`src/rtl/rr_sel_arbiter_pkg.sv`:
```
// arb_pkg: shared state encoding, default sizing and one-hot helper for the round-robin arbiter.
package arb_pkg;
  typedef enum logic {ST_IDLE = 1'b0, ST_OFFER = 1'b1} state_t;
  localparam int N_REQ_DEF = 4;
  localparam int LOCK_MAX_DEF = 4;
  function automatic logic [3:0] onehot_to_idx(input logic [15:0] oh);
    logic [3:0] r;
    r = '0;
    for (int i = 0; i < 16; i++) if (oh[i]) r = r | 4'(i);
    return r;
  endfunction
endpackage

```
`src/rtl/rr_sel_arbiter_if.sv`:
```
// rr_sel_arbiter_if: request vector plus one-hot grant offered over a valid/ready handshake.
interface rr_sel_arbiter_if #(
  parameter int N_REQ = 4,
  parameter int IDX_W = 2
);
  logic [N_REQ-1:0] req;
  logic [N_REQ-1:0] gnt;
  logic [IDX_W-1:0] gnt_idx;
  logic             gnt_valid;
  logic             gnt_ready;
  modport master (input req, gnt_ready, output gnt, gnt_idx, gnt_valid);
  modport slave  (output req, gnt_ready, input gnt, gnt_idx, gnt_valid);
endinterface

```
`src/rtl/rr_sel_arbiter_pick.sv`:
```
// rr_pick: first set request at or above ptr with wrap-around (rotate, find-first, rotate back).
module rr_pick
  import arb_pkg::*;
#(
  parameter int N_REQ = 4,
  parameter int IDX_W = 2
) (
  input  logic [N_REQ-1:0] req,
  input  logic [IDX_W-1:0] ptr,
  output logic             any,
  output logic [IDX_W-1:0] pick_idx,
  output logic [N_REQ-1:0] pick_oh
);
  logic [N_REQ-1:0] rot, first;
  always_comb begin
    rot = '0;
    for (int i = 0; i < N_REQ; i++) rot[i] = req[IDX_W'((i + int'(ptr)) % N_REQ)];
  end
  assign first = rot & (~rot + 1'b1);
  always_comb begin
    pick_oh = '0;
    for (int i = 0; i < N_REQ; i++) pick_oh[IDX_W'((i + int'(ptr)) % N_REQ)] = first[i];
  end
  assign any = |req;
  assign pick_idx = IDX_W'(onehot_to_idx(16'(pick_oh)));
endmodule

```
`src/rtl/rr_sel_arbiter.sv`:
```
// rr_sel_arbiter: round-robin arbiter with frozen one-hot offer until handshake.
// Optional burst lock enabled by defining ARB_LOCK_EN.
module rr_sel_arbiter
  import arb_pkg::*;
#(
  parameter int N_REQ = N_REQ_DEF,
  parameter int IDX_W = $clog2(N_REQ),
  parameter int LOCK_MAX = LOCK_MAX_DEF
) (
  input logic clk,
  input logic rst,
  rr_sel_arbiter_if.master a
);
  state_t           state_q;
  logic [IDX_W-1:0] ptr_q, idx_q, pick_idx, ptr_d;
  logic [N_REQ-1:0] gnt_q, pick_oh;
  logic             valid_q, any, hs;
  rr_pick #(.N_REQ(N_REQ), .IDX_W(IDX_W)) u_pick (
    .req(a.req), .ptr(ptr_q), .any(any), .pick_idx(pick_idx), .pick_oh(pick_oh)
  );
  assign hs = valid_q & a.gnt_ready;
  assign ptr_d = (idx_q == IDX_W'(N_REQ - 1)) ? '0 : idx_q + 1'b1;
`ifdef ARB_LOCK_EN
  localparam int CW = (LOCK_MAX > 1) ? $clog2(LOCK_MAX) : 1;
  logic [CW-1:0] lock_cnt_q;
  logic          stay;
  assign stay = a.req[idx_q] && (lock_cnt_q < CW'(LOCK_MAX - 1));
  always_ff @(posedge clk)
    if (rst) lock_cnt_q <= '0;
    else if (state_q == ST_OFFER && hs) lock_cnt_q <= stay ? lock_cnt_q + 1'b1 : '0;
`else
  logic stay;
  assign stay = 1'b0;
`endif
  always_ff @(posedge clk) begin
    if (rst) begin
      state_q <= ST_IDLE;
      ptr_q   <= '0;
      idx_q   <= '0;
      gnt_q   <= '0;
      valid_q <= 1'b0;
    end else if (state_q == ST_IDLE) begin
      if (any) begin
        gnt_q   <= pick_oh;
        idx_q   <= pick_idx;
        valid_q <= 1'b1;
        state_q <= ST_OFFER;
      end
    end else if (hs && !stay) begin
      ptr_q   <= ptr_d;
      idx_q   <= '0;
      gnt_q   <= '0;
      valid_q <= 1'b0;
      state_q <= ST_IDLE;
    end
  end
  assign a.gnt = gnt_q;
  assign a.gnt_idx = idx_q;
  assign a.gnt_valid = valid_q;
endmodule

```
`src/flat_wrapper.sv`:
```
// flat-port wrapper written by rule: the top's interface ports become plain ports
module rr_sel_arbiter_flat import arb_pkg::*;
#(
  parameter int N_REQ = N_REQ_DEF,
  parameter int IDX_W = $clog2(N_REQ),
  parameter int LOCK_MAX = LOCK_MAX_DEF
)
  (clk, rst, a_req, a_gnt_ready, a_gnt, a_gnt_idx, a_gnt_valid);
  rr_sel_arbiter_if #(.N_REQ(N_REQ), .IDX_W(IDX_W)) a_i ();
  input logic clk;
  input logic rst;
  input wire logic [$bits(a_i.req)-1:0] a_req;
  input wire logic [$bits(a_i.gnt_ready)-1:0] a_gnt_ready;
  output wire logic [$bits(a_i.gnt)-1:0] a_gnt;
  output wire logic [$bits(a_i.gnt_idx)-1:0] a_gnt_idx;
  output wire logic [$bits(a_i.gnt_valid)-1:0] a_gnt_valid;
  assign a_i.req = a_req;
  assign a_i.gnt_ready = a_gnt_ready;
  assign a_gnt = a_i.gnt;
  assign a_gnt_idx = a_i.gnt_idx;
  assign a_gnt_valid = a_i.gnt_valid;
  rr_sel_arbiter #(.N_REQ(N_REQ), .IDX_W(IDX_W), .LOCK_MAX(LOCK_MAX)) u_core (.clk(clk), .rst(rst), .a(a_i));
endmodule
```
`config.mk`:
```
export PLATFORM = sky130hd
export DESIGN_NAME = rr_sel_arbiter_flat
export DESIGN_NICKNAME = d
export VERILOG_FILES = /design/src/rtl/rr_sel_arbiter_pkg.sv /design/src/rtl/rr_sel_arbiter_if.sv /design/src/rtl/rr_sel_arbiter_pick.sv /design/src/rtl/rr_sel_arbiter.sv /design/src/flat_wrapper.sv
export SDC_FILE = /design/constraint.sdc
export NUM_CORES = 1
export LEC_CHECK = 0
export CAP_MARGIN = 20
export CORE_MARGIN = 5
export CORE_UTILIZATION = 58
export CTS_CLUSTER_DIAMETER = 120
export DETAILED_ROUTE_END_ITERATION = 8
export DONT_BUFFER_PORTS = 1
export GPL_ROUTABILITY_DRIVEN = 0
export GPL_TIMING_DRIVEN = 0
export MAX_ROUTING_LAYER = met4
export PLACE_DENSITY = 0.85
export REMOVE_ABC_BUFFERS = 1
export SLEW_MARGIN = 20
export SYNTH_ARGS = -nofsm -noshare
export SYNTH_HDL_FRONTEND = slang
export SYNTH_SLANG_ARGS = --single-unit
```
`constraint.sdc`:
```
create_clock -name clk -period 4.7 [get_ports clk]
set_clock_uncertainty 0.05 [all_clocks]
set_input_delay 0.94 -clock clk [delete_from_list [all_inputs] [get_ports clk]]
set_output_delay 0.94 -clock clk [all_outputs]
set_load 0.05 [all_outputs]
```
==> reports/qor.yml <==
crit_path_end_kind: "flip-flop"
nNetsFinal: 112
swShare_pct: 29.8
yosysWarnings: 0
cts_setup_buffers: 0
yosysUniqueCellTypes: 35
seqPwrFrac_pct: 54.6
fp.dieArea_sq_um: 2320
p_sw_w: 0.0000566
viasPerCell: 6.45
slew_headroom_pct: 61.0
clk_latency_ns: 0.26
final_util_pct: 64.4
grt_overflow: 0
ys_seq_elements: 10
cts-root-buf: "clkbuf_4"
area_growth_pct: 1.63
final_hold_viol_count: 0
clock_path_buffers: 2
vias: 703
avgRoutedWirePerCell_microns: 15.4
drv_cap: 0
htree_levels: 1
reg2reg_slack_ns: 1.88
period_minus_slack_ns: 2.82
tightest_slew_ns: 0.584
rsz0062_at_grt: "no"
nFillCells: 122
cp.arrival_ns: 2.95
combinationalPowerShare_pct: 17.1
cp.required_ns: 4.83
cts_buffers: 3
status: "finished, final reports clean"
setup_violations: 0
ant_nets: 0
irDropWorstVdd_uv: 218
first_global_vias: 642
initial_core_util_pct: 63.3
grt_pass1_wl_mm: 2.83
synthSimpleGateAreaFrac_pct: 27.0
drive_gt1_share_pct: 8.51
p_int_w: 0.000133
async_reset_ff_share_pct: 0
firstDrtPassIters: 4
layout_commonest_cell: "nand2_1"
cp-start-kind: "flip-flop"
grt_antenna_before_repair: 0
holdPathStages: 2
pre_cts_slack_ns: 1.86
worstHoldPathType: "flip-flop to flip-flop"
syn_area_per_cell_sq_um: 8.80
synth_area_sq_um: 845
final_cell_mix: "nand2_1, nor2_1, dfxtp_1"
dpl.hpwl_mm: 1.27
path_clk_slew_ns: 0.06
ys.flop_type: "dfxtp_1"
fin_setup_tns_ns: 0
cts_resized: 0
p_leak_nw: 0.309
ios: 14
fmax_ghz: 0.354
synth_compound_area_share_pct: 13.5
rows: 13
critPathKind: "flip-flop to flip-flop"
core_sq_um: 1330
synth_top_family_by_area: "simple AND/OR/NAND/NOR gates"
chipHeight_microns: 48.2
power_density_nw_per_um2: 221
gr-usage-all-layers_pct: 18.2
power_w: 0.000190
synthMuxAreaShare_pct: 17.9
numPortBuffers: 0
synth-edff-count: 0
ys_seq_area_share_pct: 23.7
drt_iter0_drc: 14
cts_tree: "yes"
cts_hold_buf: 0
finalMaxSlewViolations: 0
syn_inst: 96
cts.sinks: 10
period_share_pct: 60.0
rr_worst_depth: 7
synthAdderAreaFrac_pct: 13.3
wl_mm: 1.67
n_antenna_cell: 0
grt_max_degree: 14
yosys.area_share.xor_xnor_pct: 0
p_clk_share_pct: 28.3
drc: 0
crit_fanout: 13
die_width_microns: 48.2
layout_setup_ws_ns: 1.88
## state kept, by name, summed over array words and instances (netlist names)
signal,cells
u_core.a.gnt,4
u_core.a.gnt_idx,2
u_core.a.gnt_valid,1
u_core.ptr_q,2
u_core.state_q,1
## worst max-delay path, stage by stage (launching register included)
cell and delay [ns]:
dfxtp_1 0.62, inv_1 0.21, ha_1 0.47, mux4_1 0.38
or4b_4 0.56, nor2_1 0.17, nand2_1 0.10, a41oi_1 0.20
## synth_stat cells (2+ instances only)
cell type  count  area, sq um
a21oi_1        6         30.0
clkbuf_1       2         7.51
nand2_1       12         45.0
dfxtp_1       10          200
nor2_1        11         41.3
nand4_1        3         18.8
a31oi_1        3         18.8
mux4_1         3         78.8
mux2i_1        5         50.1
nand4b_1       2         17.5
ha_1           9          113
nand2b_1       3         18.8
o21ai_0        2         10.0
o211ai_1       2         15.0
inv_1          3         11.3
## metrics by stage
step	cells	hold WS [ns]	cell area (sq um)
final	109	0.435	858
after global routing	109	0.489	858
after CTS	109	0.439	858
after detailed placement	106	0.431	836
after global placement	106	0.406	836
after floorplan	91	0.393	817
## per-layer routing
metal | up-vias | GRT usage (%) | share of wire [%]
met5 | - | - | 0
met4 | 0 | 2.15 | 0.48
met3 | 2 | 8.86 | 4.7
met2 | 12 | 27.1 | 48
met1 | 335 | 22.9 | 47
li1 | 354 | - | -
## kinds of logic after synthesis
| group | count (synthesis) |
|---|---|
| flops | 10 |
| compound gates | 18 |
| buf+inv | 8 |
| fa+ha+maj | 9 |
| mux | 9 |
| simple gates | 42 |
## layout make-up
type                            instances  area, sq um  share of cell area, %
Inverter                                3         11.3                   1.31
Sequential cell                        10          200                   23.3
Multi-Input combinational cell         78          606                   70.6
Tap cell                               15         18.8                   2.19
Clock buffer                            3         22.5                   2.62
## power groups by stage
| stage | registers, W | clock network, W | logic, W |
|---|---|---|---|
| floorplan | 0.000104 | 0 | 0.0000268 |
| global placement | 0.000106 | 0 | 0.0000311 |
| detailed placement | 0.000106 | 0 | 0.0000324 |
| CTS | 0.000104 | 0.0000555 | 0.0000324 |
| global route | 0.000105 | 0.0000635 | 0.0000362 |
| finish | 0.000104 | 0.0000538 | 0.0000324 |
## path summary, 6_finish.rpt
path                   startpoint                   to
hold / removal     u_core.state_q       u_core.state_q
hold reg to reg    u_core.state_q       u_core.state_q
setup reg to reg  u_core.ptr_q[1]  u_core.a.gnt_idx[0]
setup / recovery  u_core.ptr_q[1]  u_core.a.gnt_idx[0]
No activity file was read; power rests on OpenSTA's default activity.
